### config.mk
export PLATFORM = sky130hd
export DESIGN_NAME = cache_fill_fsm_flat
export DESIGN_NICKNAME = d
export VERILOG_FILES = /design/src/rtl/cache_fill_fsm_if.sv /design/src/rtl/cache_fill_fsm.sv /design/src/flat_wrapper.sv
export SDC_FILE = /design/constraint.sdc
export NUM_CORES = 1
export LEC_CHECK = 0
export BUFFER_PORTS_ARGS = -buffer_cell sky130_fd_sc_hd__buf_2
export CORE_ASPECT_RATIO = 0.7
export CORE_UTILIZATION = 43
export CTS_BUF_LIST = sky130_fd_sc_hd__clkbuf_16
export DETAILED_ROUTE_END_ITERATION = 8
export GPL_ROUTABILITY_DRIVEN = 0
export PLACE_DENSITY = 0.81
export SLEW_MARGIN = 20
export SYNTH_ARGS = -nofsm -noshare
export SYNTH_HDL_FRONTEND = slang
export SYNTH_SLANG_ARGS = --single-unit
### constraint.sdc
create_clock -name clk -period 2 [get_ports clk]
set_input_delay 0.1 -clock clk [delete_from_list [all_inputs] [get_ports clk]]
set_output_delay 0.1 -clock clk [all_outputs]
set_load 0.005 [all_outputs]
### src/rtl/cache_fill_fsm_if.sv
// -----------------------------------------------------------------------------
// cache_fill_fsm_if
// Bundles the lookup, LRU-array and main-memory signals that the miss-handling
// controller exchanges with its neighbours.
//   master : the fill controller (cache_fill_fsm)
//   slave  : the surrounding cache / memory environment
// Lookup side : miss_detected, hit, hit_way, miss_address
// LRU side    : block0_isLRU, block1_isLRU (in), set_enable, lru_writeEn,
//               lru_block (out)
// Memory side : mem_read_en, mem_address (out), mem_data_valid (in)
// Array side  : write_data_array, fill_way, fill_word, write_tag_array
// Status      : fsm_busy, fill_done
// -----------------------------------------------------------------------------
interface cache_fill_fsm_if;
  logic        miss_detected;
  logic        hit;
  logic        hit_way;
  logic [15:0] miss_address;
  logic        block0_isLRU;
  logic        block1_isLRU;
  logic        mem_data_valid;
  logic        fsm_busy;
  logic        mem_read_en;
  logic [15:0] mem_address;
  logic        write_data_array;
  logic        fill_way;
  logic [2:0]  fill_word;
  logic        write_tag_array;
  logic [63:0] set_enable;
  logic        lru_writeEn;
  logic        lru_block;
  logic        fill_done;

  modport master (
    input  miss_detected, hit, hit_way, miss_address,
    input  block0_isLRU, block1_isLRU, mem_data_valid,
    output fsm_busy, mem_read_en, mem_address, write_data_array,
    output fill_way, fill_word, write_tag_array, set_enable,
    output lru_writeEn, lru_block, fill_done
  );

  modport slave (
    output miss_detected, hit, hit_way, miss_address,
    output block0_isLRU, block1_isLRU, mem_data_valid,
    input  fsm_busy, mem_read_en, mem_address, write_data_array,
    input  fill_way, fill_word, write_tag_array, set_enable,
    input  lru_writeEn, lru_block, fill_done
  );
endinterface

### src/rtl/cache_fill_fsm.sv
// -----------------------------------------------------------------------------
// cache_fill_fsm
// Miss-handling controller for a 2-way, 64-set cache. On a miss it latches the
// address and victim way, streams an 8-word block from pipelined memory into
// the data array, then writes the tag and marks the filled way MRU. In IDLE a
// hit refreshes the LRU state combinationally.
//
// Ports:
//   clk  - system clock, all state on rising edge
//   rst  - synchronous active-high reset
//   bus  - cache_fill_fsm_if.master (lookup, LRU, memory and array signals)
//
// Parameters:
//   MEM_LATENCY     - read-beat to valid-beat latency of memory (>= 1); the
//                     controller tracks valids, so it only constrains legality
//   WORDS_PER_BLOCK - must be 8
//
// Configuration macro:
//   CRITICAL_WORD_FIRST_EN - when defined, the fill starts at the missed word
//                            (miss_address[3:1]) and wraps; otherwise the fill
//                            always runs words 0..7.
// -----------------------------------------------------------------------------
module cache_fill_fsm #(
  parameter int MEM_LATENCY     = 4,
  parameter int WORDS_PER_BLOCK = 8
) (
  input  logic             clk,
  input  logic             rst,
  cache_fill_fsm_if.master bus
);

  // Elaboration guard against configurations the datapath is not built for.
  if (MEM_LATENCY < 1 || WORDS_PER_BLOCK != 8) begin : g_param_check
    $error("cache_fill_fsm: unsupported MEM_LATENCY or WORDS_PER_BLOCK");
  end

  typedef enum logic [1:0] {
    IDLE = 2'd0,
    FILL = 2'd1,
    DONE = 2'd2
  } state_t;

  localparam logic [3:0] words_c = 4'd8;
  localparam logic [3:0] last_c  = 4'd7;

  function automatic logic [63:0] onehot64(input logic [5:0] idx);
    onehot64 = 64'd1 << idx;
  endfunction

  state_t      state_r;
  state_t      state_next_s;
  logic [5:0]  tag_r;
  logic [5:0]  index_r;
  logic [2:0]  start_r;
  logic        victim_r;
  logic [3:0]  issue_cnt_r;
  logic [3:0]  recv_cnt_r;

  logic [2:0]  start_word_s;
  logic        victim_s;
  logic [2:0]  issue_word_s;
  logic [2:0]  recv_word_s;
  logic        unused_addr_s;

  logic        fsm_busy_s;
  logic        mem_read_en_s;
  logic [15:0] mem_address_s;
  logic        write_data_array_s;
  logic        fill_way_s;
  logic [2:0]  fill_word_s;
  logic        write_tag_array_s;
  logic [63:0] set_enable_s;
  logic        lru_writeEn_s;
  logic        lru_block_s;
  logic        fill_done_s;

`ifdef CRITICAL_WORD_FIRST_EN
  assign start_word_s = bus.miss_address[3:1];
`else
  assign start_word_s = 3'd0;
`endif
  // The byte-within-word bit never selects anything.
  assign unused_addr_s = &{1'b0, bus.miss_address[3:0]};

  // An unwritten set shows equal isLRU bits; the array's answer there is way 0.
  assign victim_s     = bus.block1_isLRU & ~bus.block0_isLRU;
  // 3-bit sums wrap modulo 8, giving the critical-word-first rotation.
  assign issue_word_s = start_r + issue_cnt_r[2:0];
  assign recv_word_s  = start_r + recv_cnt_r[2:0];

  // State register.
  always_ff @(posedge clk) begin
    if (rst) begin
      state_r <= IDLE;
    end else begin
      state_r <= state_next_s;
    end
  end

  // Miss context capture and issue/receive beat counters.
  always_ff @(posedge clk) begin
    if (rst) begin
      tag_r       <= 6'd0;
      index_r     <= 6'd0;
      start_r     <= 3'd0;
      victim_r    <= 1'b0;
      issue_cnt_r <= 4'd0;
      recv_cnt_r  <= 4'd0;
    end else begin
      case (state_r)
        IDLE: begin
          if (bus.miss_detected) begin
            tag_r       <= bus.miss_address[15:10];
            index_r     <= bus.miss_address[9:4];
            start_r     <= start_word_s;
            victim_r    <= victim_s;
            issue_cnt_r <= 4'd0;
            recv_cnt_r  <= 4'd0;
          end else begin
            issue_cnt_r <= issue_cnt_r;
            recv_cnt_r  <= recv_cnt_r;
          end
        end
        FILL: begin
          if (issue_cnt_r != words_c) begin
            issue_cnt_r <= issue_cnt_r + 4'd1;
          end else begin
            issue_cnt_r <= issue_cnt_r;
          end
          if (bus.mem_data_valid && (recv_cnt_r != words_c)) begin
            recv_cnt_r <= recv_cnt_r + 4'd1;
          end else begin
            recv_cnt_r <= recv_cnt_r;
          end
        end
        default: begin
          issue_cnt_r <= issue_cnt_r;
          recv_cnt_r  <= recv_cnt_r;
        end
      endcase
    end
  end

  // Next-state logic; a miss wins over a simultaneous hit.
  always_comb begin
    state_next_s = state_r;
    case (state_r)
      IDLE: begin
        if (bus.miss_detected) begin
          state_next_s = FILL;
        end else begin
          state_next_s = IDLE;
        end
      end
      FILL: begin
        if (bus.mem_data_valid && (recv_cnt_r == last_c)) begin
          state_next_s = DONE;
        end else begin
          state_next_s = FILL;
        end
      end
      DONE:    state_next_s = IDLE;
      default: state_next_s = IDLE;
    endcase
  end

  // Output decode per state.
  always_comb begin
    fsm_busy_s         = 1'b0;
    mem_read_en_s      = 1'b0;
    mem_address_s      = 16'd0;
    write_data_array_s = 1'b0;
    fill_way_s         = 1'b0;
    fill_word_s        = 3'd0;
    write_tag_array_s  = 1'b0;
    set_enable_s       = onehot64(bus.miss_address[9:4]);
    lru_writeEn_s      = 1'b0;
    lru_block_s        = 1'b0;
    fill_done_s        = 1'b0;
    case (state_r)
      IDLE: begin
        // Hit refresh is zero-latency; the LRU array captures it on the next edge.
        if (!rst && bus.hit && !bus.miss_detected) begin
          lru_writeEn_s = 1'b1;
          lru_block_s   = ~bus.hit_way;
        end else begin
          lru_writeEn_s = 1'b0;
          lru_block_s   = 1'b0;
        end
      end
      FILL: begin
        fsm_busy_s   = 1'b1;
        set_enable_s = onehot64(index_r);
        fill_way_s   = victim_r;
        if (issue_cnt_r != words_c) begin
          mem_read_en_s = 1'b1;
          mem_address_s = {tag_r, index_r, issue_word_s, 1'b0};
        end else begin
          mem_read_en_s = 1'b0;
          mem_address_s = 16'd0;
        end
        if (bus.mem_data_valid) begin
          write_data_array_s = 1'b1;
          fill_word_s        = recv_word_s;
        end else begin
          write_data_array_s = 1'b0;
          fill_word_s        = 3'd0;
        end
      end
      DONE: begin
        fsm_busy_s        = 1'b1;
        set_enable_s      = onehot64(index_r);
        fill_way_s        = victim_r;
        write_tag_array_s = 1'b1;
        lru_writeEn_s     = 1'b1;
        lru_block_s       = ~victim_r;
        fill_done_s       = 1'b1;
      end
      default: begin
        fsm_busy_s = 1'b0;
      end
    endcase
  end

  assign bus.fsm_busy         = fsm_busy_s;
  assign bus.mem_read_en      = mem_read_en_s;
  assign bus.mem_address      = mem_address_s;
  assign bus.write_data_array = write_data_array_s;
  assign bus.fill_way         = fill_way_s;
  assign bus.fill_word        = fill_word_s;
  assign bus.write_tag_array  = write_tag_array_s;
  assign bus.set_enable       = set_enable_s;
  assign bus.lru_writeEn      = lru_writeEn_s;
  assign bus.lru_block        = lru_block_s;
  assign bus.fill_done        = fill_done_s;

endmodule

### src/flat_wrapper.sv
// flat-port wrapper written by rule: the top's interface ports become plain ports
module cache_fill_fsm_flat 
#(
  parameter int MEM_LATENCY     = 4,
  parameter int WORDS_PER_BLOCK = 8
)
  (clk, rst, bus_miss_detected, bus_hit, bus_hit_way, bus_miss_address, bus_block0_isLRU, bus_block1_isLRU, bus_mem_data_valid, bus_fsm_busy, bus_mem_read_en, bus_mem_address, bus_write_data_array, bus_fill_way, bus_fill_word, bus_write_tag_array, bus_set_enable, bus_lru_writeEn, bus_lru_block, bus_fill_done);
  cache_fill_fsm_if bus_i ();
  input  logic clk;
  input  logic rst;
  input wire logic [$bits(bus_i.miss_detected)-1:0] bus_miss_detected;
  input wire logic [$bits(bus_i.hit)-1:0] bus_hit;
  input wire logic [$bits(bus_i.hit_way)-1:0] bus_hit_way;
  input wire logic [$bits(bus_i.miss_address)-1:0] bus_miss_address;
  input wire logic [$bits(bus_i.block0_isLRU)-1:0] bus_block0_isLRU;
  input wire logic [$bits(bus_i.block1_isLRU)-1:0] bus_block1_isLRU;
  input wire logic [$bits(bus_i.mem_data_valid)-1:0] bus_mem_data_valid;
  output wire logic [$bits(bus_i.fsm_busy)-1:0] bus_fsm_busy;
  output wire logic [$bits(bus_i.mem_read_en)-1:0] bus_mem_read_en;
  output wire logic [$bits(bus_i.mem_address)-1:0] bus_mem_address;
  output wire logic [$bits(bus_i.write_data_array)-1:0] bus_write_data_array;
  output wire logic [$bits(bus_i.fill_way)-1:0] bus_fill_way;
  output wire logic [$bits(bus_i.fill_word)-1:0] bus_fill_word;
  output wire logic [$bits(bus_i.write_tag_array)-1:0] bus_write_tag_array;
  output wire logic [$bits(bus_i.set_enable)-1:0] bus_set_enable;
  output wire logic [$bits(bus_i.lru_writeEn)-1:0] bus_lru_writeEn;
  output wire logic [$bits(bus_i.lru_block)-1:0] bus_lru_block;
  output wire logic [$bits(bus_i.fill_done)-1:0] bus_fill_done;
  assign bus_i.miss_detected = bus_miss_detected;
  assign bus_i.hit = bus_hit;
  assign bus_i.hit_way = bus_hit_way;
  assign bus_i.miss_address = bus_miss_address;
  assign bus_i.block0_isLRU = bus_block0_isLRU;
  assign bus_i.block1_isLRU = bus_block1_isLRU;
  assign bus_i.mem_data_valid = bus_mem_data_valid;
  assign bus_fsm_busy = bus_i.fsm_busy;
  assign bus_mem_read_en = bus_i.mem_read_en;
  assign bus_mem_address = bus_i.mem_address;
  assign bus_write_data_array = bus_i.write_data_array;
  assign bus_fill_way = bus_i.fill_way;
  assign bus_fill_word = bus_i.fill_word;
  assign bus_write_tag_array = bus_i.write_tag_array;
  assign bus_set_enable = bus_i.set_enable;
  assign bus_lru_writeEn = bus_i.lru_writeEn;
  assign bus_lru_block = bus_i.lru_block;
  assign bus_fill_done = bus_i.fill_done;
  cache_fill_fsm #(.MEM_LATENCY(MEM_LATENCY), .WORDS_PER_BLOCK(WORDS_PER_BLOCK)) u_core (.clk(clk), .rst(rst), .bus(bus_i));
endmodule
Word level (Yosys, flattened, before mapping). Cells that the tools add are included.

Register bits: 23. Output and inout bits: 91. Logic and storage cells: 58.

Add/subtract/negate cells: 2. Equal/unequal tests: 8. Shifts and indexed selects: 2. Multiplexer cells: 24. Bitwise logic cells: 4. Reductions and logical operators: 12.

Operators with widths (number): 1-bit by 6-bit << shifter with 64-bit output (first input constant) (2); 64-bit two-way mux (1); 16-bit two-way mux (2); 4-bit case mux with 2 select lines (2); 4-bit two-way mux (3); 1-bit two-way mux (10); 4-bit by 1-bit adder with 4-bit output (second input constant) (2); 4-bit != test (second input constant) (2); 3-bit two-way mux (2); 3-bit AND reduction (2); 4-bit by 3-bit equality test with 1-bit output (second input constant) (1); 1-bit logical AND (4); 2-bit by 1-bit != test with 1-bit output (second input constant) (2); 1-bit case mux with 2 select lines (2); 2-bit case mux with 2 select lines (1); 1-bit inverter (3); 2-bit by 1-bit equality test with 1-bit output (second input constant) (1); 2-bit equality test (second input constant) (1); 1-bit logical NOT (2); 2-bit logical NOT (1); 2-bit two-way mux (1); 2-bit != test (second input constant) (1); 2-bit AND reduction (1); 2-bit nonzero test (1); other kinds (2) (2).

Depth between registers and ports, before layout.
Depth in word-level cells: 5. Depth in mapped cells: 8. Gate-level depth less buffers: 6.

Worst setup path before layout. OpenSTA, ideal clock, no wires.

Kind: reg2out. Start: register u_core.state_r[0]. End: output port bus_set_enable[4]. Arrival time: 1.663 ns. Required time: 1.900 ns. Setup slack: 0.237 ns. Stages on the path, launching flop included: 9. Cells stage by stage: dfxtp_1 > inv_1 > ha_1 > buf_2 > buf_4 > nor3_2 > a31oi_1 > or2_2 > nor2_1.

Cells in the longest elaborated chain, start to end: 3. Elaborated cells on any way between the ends: 4. Classes of those cells: 2 x eq/ne; 1 x mux; 1 x reduce/logical.

Ends and longest elaborated chain: start: declaration (RTL line cache_fill_fsm.sv:50) `state_t state_r;`; start signal: assignment (RTL line cache_fill_fsm.sv:96) `state_r <= state_next_s;`; 2-bit equality test or 2-bit by 1-bit equality test with 1-bit output (tied branches); 2-bit OR reduction (no source line) *; 64-bit two-way mux *; end: declaration (RTL line flat_wrapper.sv:25) `output wire logic [$bits(bus_i.set_enable)-1:0] bus_set_enable;`.

Every way passes the cells marked *; elsewhere a longest branch is shown, timed or not.

Final worst setup path.
Start: register u_core.state_r[1]. End: output port bus_set_enable[3].

The elaborated chain is that of the path after synthesis.

==> impl_metrics.ini <==
[worst_setup_path]
r2r_slack_ns = 0.39
worstPathRequired_ns = 1.90
cp_cell_sequence = inv_2 > ha_4 > buf_12 > nor3_2 > a31oi_4 > buf_4 > nor3_1 > buf_2
path_class = reg -> out
cp_slowest_stage_delay_ns = 0.33
cp-start-kind = flip-flop
worst-path-max-fanout = 13
reg2reg_to = u_core.recv_cnt_r[2]$_SDFFE_PP0P_
end_kind = output pin
critPathArrivalTime_ns = 1.93
reg2reg_depth = 5
r2r_start = u_core.recv_cnt_r[0]$_SDFFE_PP0P_
slowest_stage = dfxtp_2

[worst_hold_path]
min_to = u_core.tag_r[0]$_SDFFE_PP0N_
hold_start = bus_miss_address[10]
min_path_type = in -> reg
holdPathStages = 3

[grt]
first_global_vias = 1879
antenna_found_initial = 0
grt_use_total_pct = 24.8
grt_pass1_wl_mm = 8.90
gr-total-overflow = 0
grt_max_degree = 28

[logic_synthesis]
synth_seq_cells = 23
syn_inst = 273
synthesis.nets = 304
synth.distinct_cells = 37
ys_seq_area_share_pct = 25.4
synthesis.area_sq_um = 1820
syn_area_per_cell_sq_um = 6.65
ys_warn_count = 0

[placement]
portBuffers = 109
dp_hpwl_mm = 4.00

[drt]
postRouteAntennaNets = 0
wl_per_cell_um = 13.8
drtIter0Drc = 186
via_per_inst = 5.36
via_count = 2352
wirelength_mm = 6.08
drc = 0
drtPass1Iterations = 4

[power_and_ir_drop]
ir_worst_vdd_v = 0.000299
leakagePower_uw = 0.00135
power.total_uw = 1360
power.density_nw_per_um2 = 479

[sta]
fin_ws_ns = -0.0263
fmax_ghz = 0.494
hold_viol = 0
clock_skew_ns = 0.00298
period_minus_slack_ns = 2.03
fin_tns_setup_ns = -0.0373
drv_slew = 0
period_share_pct = 101
setup_viol = 3
worstMarginPinSlew_ns = 0.523
slew_headroom_pct = 65.0
rsz0062_at_grt = true

[die]
start_util_pct = 45.5
die_y_um = 56.4
rows = 19
die_x_um = 79.7
core_sq_um = 3990
ios = 115
die_area_sq_um = 4490

[clocking]
cts_buffers = 3
cts.sinks = 23
cts.path.max_buffers = 2
cts_tree = built
cts_hold_buf = 0
clk_latency_ns = 0.26
clk_pin_slew_ns = 0.06
htreeDepth = 1
cts_root_buffer = clkbuf_16

[run]
cap_violations = 0

[cells_and_area]
n_antenna_cell = 0
layout_commonest_cell = buf_2
mostFrequentLayoutCells = buf_2 (109), nor2_1 (37), nand2_1 (34)
layout-drive-gt1-share_pct = 46.3
fin_nets = 419
area_delta_synth_final_pct = 56.9

[outcome]
violations = setup timing
outcome = finished, violations left
[layout make-up]
cell class / instances / area (sq um)
Clock buffer: 3 / 75.1
Clock inverter: 1 / 5.00
Fill cell: 323 / 1140
Inverter: 16 / 60.1
Multi-Input combinational cell: 216 / 1430
Sequential cell: 23 / 463
Tap cell: 52 / 65.1
Timing Repair Buffer: 128 / 753
[sequential cells by signal (all words and copies together), names as in the netlist]
signal,flops
u_core.index_r,6
u_core.issue_cnt_r,4
u_core.recv_cnt_r,4
u_core.state_r,2
u_core.tag_r,6
u_core.victim_r,1
[kinds of logic after synthesis]
logic type,after synthesis,share of synthesized area (%)
mux,1,0.551
buf+inv,34,8.41
simple gates,163,44.2
compound gates,44,16.4
flops,23,25.4
fa+ha+maj,7,4.82
other cells,1,0.207
[synthesized netlist by cell type]
library cell / count / share of area [%]
a31oi_1: 6 / 2.1
or2_2: 9 / 3.1
nor3_2: 1 / 0.55
nand3b_1: 3 / 1.2
nor3_1: 33 / 9.1
a21oi_1: 19 / 5.2
nand3_1: 3 / 0.83
nor2_1: 44 / 9.1
dfxtp_1: 23 / 25
a211o_1: 1 / 0.48
nand2_1: 34 / 7.0
nand2b_1: 1 / 0.34
o22ai_1: 1 / 0.34
and3b_1: 2 / 0.97
a21boi_0: 1 / 0.41
o21ai_0: 5 / 1.4
nor4_1: 1 / 0.34
buf_4: 4 / 1.7
buf_2: 8 / 2.2
clkbuf_1: 6 / 1.2
o31ai_1: 1 / 0.41
nand4_1: 1 / 0.34
ha_1: 7 / 4.8
a22o_1: 2 / 0.97
or3_1: 1 / 0.34
or4_1: 1 / 0.41
nand4b_1: 1 / 0.48
nor2b_1: 3 / 1.0
a21oi_2: 1 / 0.48
mux2i_1: 1 / 0.55
inv_1: 16 / 3.3
nor3b_1: 6 / 2.5
a31oi_2: 6 / 4.1
o41ai_1: 1 / 0.48
and3_1: 1 / 0.34
conb_1: 1 / 0.21
and2_1: 18 / 6.2
[routing by layer]
layer | global-route usage, % | routed length [um] | vias up
li1 | - | - | 1149
met1 | 35.7 | 2710 | 1097
met2 | 38.2 | 2920 | 94
met3 | 3.90 | 326 | 12
met4 | 6.75 | 123 | 0
met5 | 0 | 0 | -
[power breakdown]
part / internal, uW / switching [uW]
clock: 269 / 164
sequential: 478 / 21.0
combinational: 180 / 253
total: 927 / 438
[worst max-delay path, delay by kind of cell (launching register included)]
| kind | cells | cell delay, ns |
|---|---|---|
| simple gates | 2 | 0.44 |
| compound gates | 1 | 0.07 |
| fa+ha+maj | 1 | 0.25 |
| buf+inv | 4 | 0.56 |
| flops | 1 | 0.33 |
[stage by stage]
step / area [sq um] / worst slack (ns) / instances / utilization (%) / hold WS, ns
after CTS: 2670 / -0.00648 / 434 / 66.9 / 0.0801
after floorplan: 1820 / 0.237 / 273 / - / 0.236
after detailed placement: 2440 / 0.0716 / 429 / 61.2 / 0.356
after global placement: 2440 / 0.146 / 429 / 61.2 / 0.344
after global routing: 2850 / -0.0639 / 439 / 71.3 / 0.0861
final: 2850 / -0.0263 / 439 / 71.3 / 0.0813
[worst max path at each step]
stage,start,to,slack (ns),cells past startpoint
finish,u_core.state_r[1]$_SDFF_PP0_,bus_set_enable[3],-0.03,8
global route,u_core.state_r[1]$_SDFF_PP0_,bus_set_enable[3],-0.06,8
CTS,u_core.state_r[0]$_SDFF_PP0_,bus_set_enable[25],-0.006,7
detailed placement,u_core.state_r[0]$_SDFF_PP0_,bus_set_enable[51],0.07,7
global placement,u_core.state_r[0]$_SDFF_PP0_,bus_set_enable[37],0.15,8
floorplan,u_core.state_r[0]$_SDFF_PP0_,bus_set_enable[4],0.24,8
[timing repair]
action / 4_1_cts / 5_1_grt
pin swaps: 2 / 7
gates cloned: 1 / 0
setup buffers: 0 / 5
gates resized for setup: 22 / 30
setup endpoints to repair: 55 / 64
Power figures use the tool's default switching activity.
